`src/rtl/mips32_prog_loader_if.sv`:
```
// Byte-stream handshake into the program loader.
// The master drives valid/data; the loader returns ready.
interface mips32_prog_loader_if;
  logic       s_valid;
  logic [7:0] s_data;
  logic       s_ready;

  modport master (
    output s_valid,
    output s_data,
    input  s_ready
  );

  modport slave (
    input  s_valid,
    input  s_data,
    output s_ready
  );
endinterface

```
`src/rtl/mips32_prog_loader.sv`:
```
// Boot loader: length header plus big-endian words into imem, then starts the core.
// Define MIPS32_LOADER_CHECKSUM_EN for a trailing XOR checksum byte.
module mips32_prog_loader #(
  parameter int ADDR_W    = 10,
  parameter int BASE_ADDR = 0,
  parameter int MAX_WORDS = 1024
) (
  input  logic                clk1,
  input  logic                rst_n,
  mips32_prog_loader_if.slave s,
  output logic                mem_we,
  output logic [ADDR_W-1:0]   mem_addr,
  output logic [31:0]         mem_wdata,
  output logic                cpu_halt,
  output logic                cpu_start,
  output logic                done,
  output logic                error,
  output logic [ADDR_W:0]     words_loaded
);

`ifdef MIPS32_LOADER_CHECKSUM_EN
  typedef enum logic [2:0] {
    HDR_HI, HDR_LO, LOAD, CSUM, DONE, ERROR
  } state_t;
`else
  typedef enum logic [2:0] {
    HDR_HI, HDR_LO, LOAD, DONE, ERROR
  } state_t;
`endif

  state_t            r_state;
  state_t            w_next;
  logic [7:0]        r_hi;
  logic [15:0]       r_n;
  logic [23:0]       r_word;
  logic [1:0]        r_idx;
  logic              r_we;
  logic              r_start;
  logic [ADDR_W-1:0] r_addr;
  logic [31:0]       r_wdata;
  logic [ADDR_W:0]   r_cnt;
  logic              w_xfer;
  logic              w_last;
  logic [15:0]       w_n;
  state_t            w_fin;
`ifdef MIPS32_LOADER_CHECKSUM_EN
  logic [7:0]        r_csum;
`endif

  // Ready is gated by rst_n so it is low throughout the reset cycle.
  always_comb begin
    s.s_ready = 1'b0;
    if (rst_n) begin
      unique case (r_state)
        HDR_HI, HDR_LO, LOAD: s.s_ready = 1'b1;
`ifdef MIPS32_LOADER_CHECKSUM_EN
        CSUM:                 s.s_ready = 1'b1;
`endif
        default:              s.s_ready = 1'b0;
      endcase
    end
  end

  assign w_xfer = s.s_valid && s.s_ready;
  assign w_n    = {r_hi, s.s_data};
  assign w_last = (32'(r_cnt) + 32'd1) == 32'(r_n);
`ifdef MIPS32_LOADER_CHECKSUM_EN
  assign w_fin  = CSUM;
`else
  assign w_fin  = DONE;
`endif

  always_comb begin
    w_next = r_state;
    unique case (r_state)
      HDR_HI: if (w_xfer) w_next = HDR_LO;
      HDR_LO: begin
        if (w_xfer) begin
          if (w_n == 16'd0)
            w_next = w_fin;
          else if (32'(w_n) > 32'(MAX_WORDS))
            w_next = ERROR;
          else
            w_next = LOAD;
        end
      end
      LOAD: begin
        if (w_xfer && r_idx == 2'd3 && w_last)
          w_next = w_fin;
      end
`ifdef MIPS32_LOADER_CHECKSUM_EN
      CSUM: begin
        if (w_xfer)
          w_next = (s.s_data == r_csum) ? DONE : ERROR;
      end
`endif
      default: w_next = r_state;
    endcase
  end

  always_ff @(posedge clk1) begin
    if (!rst_n) begin
      r_state <= HDR_HI;
      r_hi    <= '0;
      r_n     <= '0;
      r_word  <= '0;
      r_idx   <= '0;
      r_we    <= 1'b0;
      r_start <= 1'b0;
      r_addr  <= ADDR_W'(BASE_ADDR);
      r_wdata <= '0;
      r_cnt   <= '0;
`ifdef MIPS32_LOADER_CHECKSUM_EN
      r_csum  <= '0;
`endif
    end else begin
      r_state <= w_next;
      r_we    <= 1'b0;
      r_start <= (w_next == DONE) && (r_state != DONE);
      if (w_xfer) begin
        unique case (r_state)
          HDR_HI: r_hi <= s.s_data;
          HDR_LO: r_n  <= w_n;
          LOAD: begin
            r_word <= {r_word[15:0], s.s_data};
            r_idx  <= r_idx + 2'd1;
`ifdef MIPS32_LOADER_CHECKSUM_EN
            r_csum <= r_csum ^ s.s_data;
`endif
            if (r_idx == 2'd3) begin
              r_we    <= 1'b1;
              r_wdata <= {r_word, s.s_data};
              r_addr  <= ADDR_W'(BASE_ADDR) + r_cnt[ADDR_W-1:0];
              r_cnt   <= r_cnt + 1'b1;
            end
          end
          default: ;
        endcase
      end
    end
  end

  assign mem_we       = r_we;
  assign mem_addr     = r_addr;
  assign mem_wdata    = r_wdata;
  assign cpu_start    = r_start;
  assign cpu_halt     = (r_state != DONE);
  assign done         = (r_state == DONE);
  assign error        = (r_state == ERROR);
  assign words_loaded = r_cnt;

endmodule
```
`src/flat_wrapper.sv`:
```
// flat-port wrapper written by rule: the top's interface ports become plain ports
module mips32_prog_loader_flat 
#(
  parameter int ADDR_W    = 10,
  parameter int BASE_ADDR = 0,
  parameter int MAX_WORDS = 1024
)
  (clk1, rst_n, mem_we, mem_addr, mem_wdata, cpu_halt, cpu_start, done, error, words_loaded, s_s_valid, s_s_data, s_s_ready);
  mips32_prog_loader_if s_i ();
  input  logic clk1;
  input  logic rst_n;
  output logic mem_we;
  output logic [ADDR_W-1:0] mem_addr;
  output logic [31:0] mem_wdata;
  output logic cpu_halt;
  output logic cpu_start;
  output logic done;
  output logic error;
  output logic [ADDR_W:0] words_loaded;
  input wire logic [$bits(s_i.s_valid)-1:0] s_s_valid;
  input wire logic [$bits(s_i.s_data)-1:0] s_s_data;
  output wire logic [$bits(s_i.s_ready)-1:0] s_s_ready;
  assign s_i.s_valid = s_s_valid;
  assign s_i.s_data = s_s_data;
  assign s_s_ready = s_i.s_ready;
  mips32_prog_loader #(.ADDR_W(ADDR_W), .BASE_ADDR(BASE_ADDR), .MAX_WORDS(MAX_WORDS)) u_core (.clk1(clk1), .rst_n(rst_n), .s(s_i), .mem_we(mem_we), .mem_addr(mem_addr), .mem_wdata(mem_wdata), .cpu_halt(cpu_halt), .cpu_start(cpu_start), .done(done), .error(error), .words_loaded(words_loaded));
endmodule
```
`config.mk`:
```
export PLATFORM = sky130hd
export DESIGN_NAME = mips32_prog_loader_flat
export DESIGN_NICKNAME = d
export VERILOG_FILES = /design/src/rtl/mips32_prog_loader_if.sv /design/src/rtl/mips32_prog_loader.sv /design/src/flat_wrapper.sv
export SDC_FILE = /design/constraint.sdc
export NUM_CORES = 1
export LEC_CHECK = 0
export BUFFER_PORTS_ARGS = -buffer_cell sky130_fd_sc_hd__buf_2
export CAP_MARGIN = 20
export CORE_ASPECT_RATIO = 0.5
export CORE_MARGIN = 1
export CORE_UTILIZATION = 55
export CTS_CLUSTER_DIAMETER = 40
export CTS_CLUSTER_SIZE = 14
export DETAILED_ROUTE_END_ITERATION = 10
export PLACE_DENSITY = 0.78
export SLEW_MARGIN = 40
export SYNTH_ARGS = -nofsm -noshare
export SYNTH_HDL_FRONTEND = slang
export SYNTH_SLANG_ARGS = --single-unit
```
`constraint.sdc`:
```
create_clock -name clk1 -period 3.7 [get_ports clk1]
set_input_delay 0.74 -clock clk1 [delete_from_list [all_inputs] [get_ports clk1]]
set_output_delay 0.74 -clock clk1 [all_outputs]
set_load 0.02 [all_outputs]
```
* Word level (Yosys, flattened, before mapping)
Index checks and enable logic that the tools add are counted.
Cells by class: muxes and demuxes 9, eq/ne operators 8, add/subtract/negate cells 3, order comparisons 1, reductions and logical operators 12
Operators with widths (count):
- $eq A32 B16 Y1 | 1
- $gt A16 B11 Y1 const B | 1
- $logic_not A16 Y1 | 1
- $mux W3 | 5
- $add A11 B1 Y12 const B | 1
- $add A11 B1 Y11 const B | 1
- $eq A3 B2 Y1 const B | 3
- $pmux W3 S3 | 1
- $reduce_and A2 Y1 | 3
- $reduce_and A3 Y1 | 2
- $logic_and A1 B1 Y1 | 4
- $eq A3 B1 Y1 const B | 1
- $eq A3 B3 Y1 const B | 1
- $logic_not A3 Y1 | 1
- $mux W1 | 3
- $ne A3 B2 Y1 const B | 1
- $reduce_or A3 Y1 | 1
- $add A2 B1 Y2 const B | 1
- $eq A2 B2 Y1 const B | 1
Storage, ports and cells: logic and storage cells 43, bits in registers 108, output and inout port bits 59

* Depth between registers and ports, before layout
Gate-level depths: netlist (run 1).
depth after elaboration 11, depth in mapped cells 8, depth with buffers taken out 7

* Least setup slack after synthesis (run 1)
OpenSTA, ideal clock, no wires.
kind register to register, start register u_core.r_cnt[0] (netlist: u_core.words_loaded[0]), end register u_core.r_start (netlist: u_core.cpu_start), data required time 3576 ps, library setup time 124 ps, arrival 1896 ps, cell stages (with the launch flop) 9, path slack 1680 ps, clock period less this slack 2020 ps, path through dfxtp_1 > ha_1 > clkbuf_2 > nand3_2 > o32a_1 > a32oi_1 > a211oi_1 > a31oi_1 > nor3b_2
Between the ends: word-level cells in the longest chain between the ends 7
Ends and longest elaborated chain:
- start, declared | RTL line mips32_prog_loader.sv:41 | logic [ADDR_W:0] r_cnt;
- start signal, assigned | RTL line mips32_prog_loader.sv:134 | r_cnt <= r_cnt + 1'b1;
- $add A11 B1 Y12 | RTL line mips32_prog_loader.sv:66 | assign w_last = (32'(r_cnt) + 32'd1) == 32'(r_n);
- $eq A32 B16 Y1 | RTL line mips32_prog_loader.sv:66
- $logic_and A1 B1 Y1 | RTL line mips32_prog_loader.sv:88 | if (w_xfer && r_idx == 2'd3 && w_last)
- $mux W3 | RTL line mips32_prog_loader.sv:88
- $pmux W3 S3 | RTL line mips32_prog_loader.sv:75 | unique case (r_state)
- $eq A3 B2 Y1 | RTL line mips32_prog_loader.sv:119 | r_start <= (w_next == DONE) && (r_state != DONE);
- $logic_and A1 B1 Y1 | RTL line mips32_prog_loader.sv:119
- end signal, assigned | RTL line mips32_prog_loader.sv:119
- end, declared | RTL line mips32_prog_loader.sv:38 | logic r_start;
Every way passes these cells. A chain may end at the register's enable or synchronous reset.

* Worst setup path after layout (run 1)
start input port s_s_valid, end register u_core.r_cnt[8] (netlist: u_core.words_loaded[8])
Between the ends: word-level cells in the longest chain between the ends 2
Ends and longest elaborated chain:
- start, declared | RTL line flat_wrapper.sv:20 | input wire logic [$bits(s_i.s_valid)-1:0] s_s_valid;
- $logic_and A1 B1 Y1 | RTL line mips32_prog_loader.sv:64 | assign w_xfer = s.s_valid && s.s_ready;
- $reduce_and A3 Y1 (no source line)
Every way passes these cells.

==> impl_metrics.yaml, run 1 <==
placement:
  place.gp.congestion: 0.835
  place_inst: 688
  io_buffers: 69
  dp_hpwl_um: 6760
timing:
  final-setup-viol-count: 0
  grt_setup_unrepaired: "false"
  tightest_slew_ns: 0.789
  slew_headroom_pct: 47.1
  fin_crit_ns: 2.36
  finClkSkew_ns: 0.00750
  final.setup.tns_ns: 0
  finalCritPeriodShare_pct: 63.9
  slew_violations: 0
  finalHoldViolCount: 0
  max_freq_mhz: 423
critical_path:
  worstPathBufferInverterCount: 3
  arrival_ns: 2.60
  r2r_end: "u_core.words_loaded[8]$_SDFFE_PN0P_"
  crit_fanout: 25
  path_cells: "buf_2 -> and4bb_2 -> nand3_2 -> inv_1 -> buf_4 -> nand4_1 -> xnor2_1 -> and2_1"
  crit_family: "simple AND/OR/NAND/NOR gates"
  crit_path_end_kind: "register"
  cpPeakStageDelay_ns: 0.41
  cp.required_ns: 3.93
  r2r_cells: 7
  cpMaxStageDelayCell: "nand3_2"
  worstSetupPathType: "in2reg"
  critPathLaunchType: "input pin"
  rr_startpoint: "u_core.r_state[2]$_SDFF_PN0_"
  rrSetupSlack_ns: 1.39
power_and_ir_drop:
  total_power_uw: 2250
  ir_drop_mv: 0.251
  p_leak_uw: 0.00201
  p_per_area_mw_per_mm2: 428
synthesis:
  ys_seq_area_share_pct: 47.0
  syn_avg_cell_area_um2: 8.48
  synth_edf_count: 0
  synth_cell_types: 48
  syn-num-nets: 555
  synth_area_mm2: 0.00460
  yosys_warnings: 0
  ys_ff_latch: 108
  synth_ff_type: "dfxtp_1"
  async_flop_share_pct: 0
  syn-instance-count: 542
floorplan:
  start_util_pct: 57.1
  rows: 23
  dieHeight_um: 66.7
  die-area_mm2: 0.00875
  die_x_um: 131
  core_area_mm2: 0.00806
  ioPinCount: 70
global_routing:
  gr-total-overflow: 0
  antenna_found_initial: 0
  grt_max_degree: 108
  first_global_vias: 3302
  grt_usage_pct: 23.6
  grt_pass1_wl_um: 16200
final_layout:
  seqCellArea_mm2: 0.00216
  finalNetCount: 600
  areaGrowthSynthToFinish_pct: 14.3
  final_common_cell: "nand2_1"
  multi_input_area_mm2: 0.00225
  drive_above_1_share_pct: 16.8
  insertedDiodeCount: 0
  fill_cells: 718
  mostFrequentLayoutCells: "nand2_1, dfxtp_1, a21boi_0"
  fin_cells: 703
status:
  run_status: "complete, no violations"
clock_tree:
  cts_tree: "yes"
  htreeDepth: 3
  postCtsSetupBuffers: 0
  cts_resized: 0
  cts.clk_slew.worst_paths_ns: 0.07
  cts-hold-fix-buffers: 0
  root_buffer: "clkbuf_16"
  cts_buffers: 9
  cts.sinks: 108
  insertion_delay_ns: 0.34
  max-clock-path-buffers: 2
route:
  wl_per_cell_um: 14.3
  drt_iter0_markers: 284
  drtAntennaViolNets: 0
  drc: 0
  drt_first_pass_iters: 5
  vias: 3719
  avgViaCountPerCell: 5.29
  wl_um: 10100
job:
  maxCapViolations: 0
hold_path:
  min_path_type: "reg2reg"
  hold_end: "u_core.mem_wdata[28]$_SDFFE_PN0P_"
  min_path_cells: 2
  min_from: "u_core.mem_wdata[28]$_SDFFE_PN0P_"
==> worst max path at each step <==
| stage | startpoint | to | slack, ns | cells past startpoint |
|---|---|---|---|---|
| after CTS | s_s_valid | u_core.words_loaded[8]$_SDFFE_PN0P_ | 1.36 | 8 |
| after floorplan | rst_n | s_s_ready | 1.68 | 3 |
| final | s_s_valid | u_core.words_loaded[8]$_SDFFE_PN0P_ | 1.34 | 8 |
| after detailed placement | s_s_valid | u_core.words_loaded[8]$_SDFFE_PN0P_ | 1.01 | 8 |
| after global routing | s_s_valid | u_core.words_loaded[8]$_SDFFE_PN0P_ | 1.17 | 8 |
| after global placement | s_s_valid | u_core.words_loaded[8]$_SDFFE_PN0P_ | 1.08 | 8 |
==> state kept, by name, summed over array words and instances (netlist names) <==
name                 cells
u_core.mem_wdata        32
u_core.r_state           3
u_core.r_n              16
u_core.mem_addr         10
u_core.r_word           24
u_core.r_idx             2
u_core.mem_we            1
u_core.cpu_start         1
u_core.words_loaded     11
u_core.r_hi              8
==> metrics by stage <==
| step | cell area (um^2) | hold WS, ns | util, % | setup slack, ns |
|---|---|---|---|---|
| after floorplan | 4600 | 0.441 | - | 1.68 |
| after global placement | 4930 | 0.450 | 61.2 | 1.08 |
| after detailed placement | 4940 | 0.456 | 61.3 | 1.01 |
| after CTS | 5250 | 0.465 | 65.1 | 1.36 |
| after global routing | 5250 | 0.491 | 65.2 | 1.17 |
| final | 5250 | 0.458 | 65.2 | 1.34 |
==> area by class of cell <==
type | instances | area share, %
clock buffer | 11 | 4.81
inverter | 3 | 0.214
tap | 112 | 2.67
sequential | 108 | 41.2
timing repair buffer | 73 | 7.22
multi-input combinational | 392 | 42.9
clock inverter | 4 | 1.07
==> worst register-to-register path, delay by kind of cell (launching register included) <==
| family | cells | cell delay [ns] |
|---|---|---|
| AND/OR/NAND/NOR | 4 | 1.10 |
| buffers and inverters | 2 | 0.57 |
| flip-flops | 1 | 0.38 |
| XOR/XNOR | 1 | 0.15 |
==> logic make-up (layout without fill, tap and decap cells) <==
logic type | Yosys count | in the layout | synth area share (%)
DFF | 108 | 108 | 47.0
buffers and inverters | 42 | 91 | 4.14
muxes | 8 | 8 | 1.74
adders and majority gates | 2 | 2 | 0.544
and+or+nand+nor | 250 | 250 | 24.2
AOI/OAI and AO/OA | 106 | 106 | 17.4
xor gates and xnor gates | 26 | 26 | 4.95
==> cells in the mapped netlist, types with 2 or more instances <==
cell type	instances	area, um^2
a21boi_0	86	646
a21oi_1	2	10.0
a31oi_1	2	12.5
and2_1	11	68.8
and4_1	2	17.5
buf_2	16	80.1
buf_4	3	22.5
clkbuf_1	19	71.3
dfxtp_1	108	2160
ha_1	2	25.0
inv_1	3	11.3
mux2i_1	8	80.1
nand2_1	183	687
nand3_1	5	25.0
nand3_2	2	20.0
nand4_1	3	18.8
nor2_1	8	30.0
nor2b_1	13	81.3
nor3_1	7	35.0
nor4_1	4	25.0
o21ai_0	3	15.0
or3_1	2	12.5
xnor2_1	17	149
xor2_1	9	78.8
==> metal layers <==
metal  global-route usage [%]  wire [um]  up-vias
met5                        0          0        -
li1                         -          -     1879
met1                     31.6       4750     1742
met2                     37.9       4610       92
met4                     6.25         65        0
met3                     6.39        634        6
==> power breakdown <==
group          internal (uW)  switching (uW)  total (uW)
combinational           37.7            53.8        91.5
clock                    564             412         976
sequential              1170            9.79        1180
total                   1770             475        2250
No activity file was read; power rests on OpenSTA's default activity.
==> inputs of run 2 (changes only) <==
Settings changed: CORE_UTILIZATION 55 to 51, PLACE_DENSITY 0.78 to 0.76.
Clock period 3.7 ns to 2.09 ns, I/O delays scaled along.
==> impl_metrics.yaml, run 2 (synthesized netlist as in run 1, its figures left out) <==
timing:
  finClkSkew_ns: 0.00648
  finalHoldViolCount: 0
  final-setup-viol-count: 0
  fin_crit_ns: 1.98
  finalCritPeriodShare_pct: 94.7
  final.setup.tns_ns: 0
  max_freq_mhz: 505
  slew_violations: 0
  slew_headroom_pct: 48.3
  grt_setup_unrepaired: "false"
  tightest_slew_ns: 0.776
placement:
  place.gp.congestion: 0.960
  dp_hpwl_um: 7430
  place_area_mm2: 0.00518
  io_buffers: 69
critical_path:
  cpPeakStageDelay_ns: 0.36
  path_cells: "ha_1 -> nand3_2 -> nor4_1 -> a32oi_1 -> a211oi_2 -> a31oi_1 -> nor3b_2"
  cpMaxStageDelayCell: "nor4_1"
  worstSetupPathType: "reg2reg"
  crit_family: "simple AND/OR/NAND/NOR gates"
  cp.required_ns: 2.38
  r2r_cells: 7
  crit_path_end_kind: "register"
  crit_fanout: 4
  worst-path-stages: 7
  critPathLaunchType: "register"
  worstPathBufferInverterCount: 0
  arrival_ns: 2.27
final_layout:
  fill_cells: 754
  areaGrowthSynthToFinish_pct: 19.2
  insertedDiodeCount: 0
  drive_above_1_share_pct: 20.4
  multi_input_area_mm2: 0.00225
  final_core_util_pct: 62.7
  seqCellArea_mm2: 0.00216
  largest_reg_flops: 32
  mostFrequentLayoutCells: "nand2_1, dfxtp_1, a21boi_0"
  finalNetCount: 630
  final_common_cell: "nand2_1"
  fin_area_mm2: 0.00548
power_and_ir_drop:
  clockPowerShare_pct: 42.7
  p_int_uw: 3070
  power.switching_uw: 883
  comb_power_share_pct: 4.4
  p_leak_uw: 0.00216
  p_sw_share_pct: 22.3
  pwr-share-seq_pct: 52.9
  ir_drop_mv: 0.403
  p_per_area_mw_per_mm2: 721
floorplan:
  rows: 24
  die-area_mm2: 0.00942
  dieHeight_um: 69.1
  ioPinCount: 70
  core_area_mm2: 0.00874
  start_util_pct: 52.6
  die_x_um: 136
global_routing:
  met3_usage_pct: 5.96
  grt_usage_pct: 24.4
  antenna_found_initial: 0
  gr-total-overflow: 0
  busiest_layer: "met2"
  first_global_vias: 3596
  use_met2_pct: 38.1
  met1_usage_pct: 33.7
  grt_max_degree: 98
  grt_pass1_wl_um: 17800
job:
  maxCapViolations: 0
clock_tree:
  htreeDepth: 3
  cts.clk_slew.worst_paths_ns: 0.07
  insertion_delay_ns: 0.35
  cts.sinks: 108
  max-clock-path-buffers: 2
  root_buffer: "clkbuf_16"
  cts_tree: "yes"
  cts_buffers: 9
  postCtsSetupBuffers: 0
route:
  drtAntennaViolNets: 0
  wl_per_cell_um: 14.7
  drt_first_pass_iters: 5
  vias: 3876
  drt_iter0_markers: 445
  wl_um: 10900
  drc: 0
  avgViaCountPerCell: 5.24
status:
  run_status: "complete, no violations"
hold_path:
  min_path_type: "in2reg"
  min_path_cells: 3
run 2: tightest hold or removal path, delay by kind of cell:
kind                   cells  cell delay [ns]
buffers and inverters      1             0.15
AND/OR/NAND/NOR            1             0.07
AO/OA/AOI/OAI              1             0.06
run 2: timing repair:
item | CTS | global route
hold buffers | 0 | 0
resized for setup | 0 | 1
endpoints found under the setup margin | 0 | 1
run 2: area by class of cell:
cell class	count	area share, %
Inverter	3	0.205
Clock inverter	3	0.502
Timing Repair Buffer	103	11.2
Multi-Input combinational cell	392	41.1
Sequential cell	108	39.4
Tap cell	117	2.67
Clock buffer	13	4.93
run 2: final timing paths:
check        slack [ns]                          endpoint                           startpoint
max                0.11       u_core.cpu_start$_SDFF_PN0_  u_core.words_loaded[0]$_SDFFE_PN0P_
min                0.39     u_core.r_word[6]$_SDFFE_PN0P_                          s_s_data[6]
max reg2reg        0.11       u_core.cpu_start$_SDFF_PN0_  u_core.words_loaded[0]$_SDFFE_PN0P_
min reg2reg        0.46  u_core.mem_wdata[1]$_SDFFE_PN0P_     u_core.mem_wdata[1]$_SDFFE_PN0P_
run 2: layer usage:
| layer | wire (um) | part of all wire (%) |
|---|---|---|
| met1 | 5150 | 47 |
| met2 | 5000 | 46 |
| met3 | 600 | 5.5 |
| met4 | 119 | 1.1 |
| met5 | 0 | 0 |
run 2: metrics by stage:
step / total power [uW] / instances / worst slack (ns) / hold WS (ns)
2_1_floorplan: 2240 / 542 / 0.0700 / 0.441
3_3_place_gp: 2310 / 723 / 0.253 / 0.448
3_5_place_dp: 2310 / 723 / 0.220 / 0.452
4_1_cts: 3980 / 739 / 0.181 / 0.384
5_1_grt: 4070 / 739 / 0.00711 / 0.407
6_report: 3950 / 739 / 0.110 / 0.392
run 2: power groups by stage:
stage	Combinational (uW)	Sequential [uW]	Clock, uW
after floorplan	113	2130	0
after global placement	172	2140	0
after detailed placement	171	2140	0
after CTS	172	2090	1720
after global routing	188	2090	1790
final	175	2090	1690
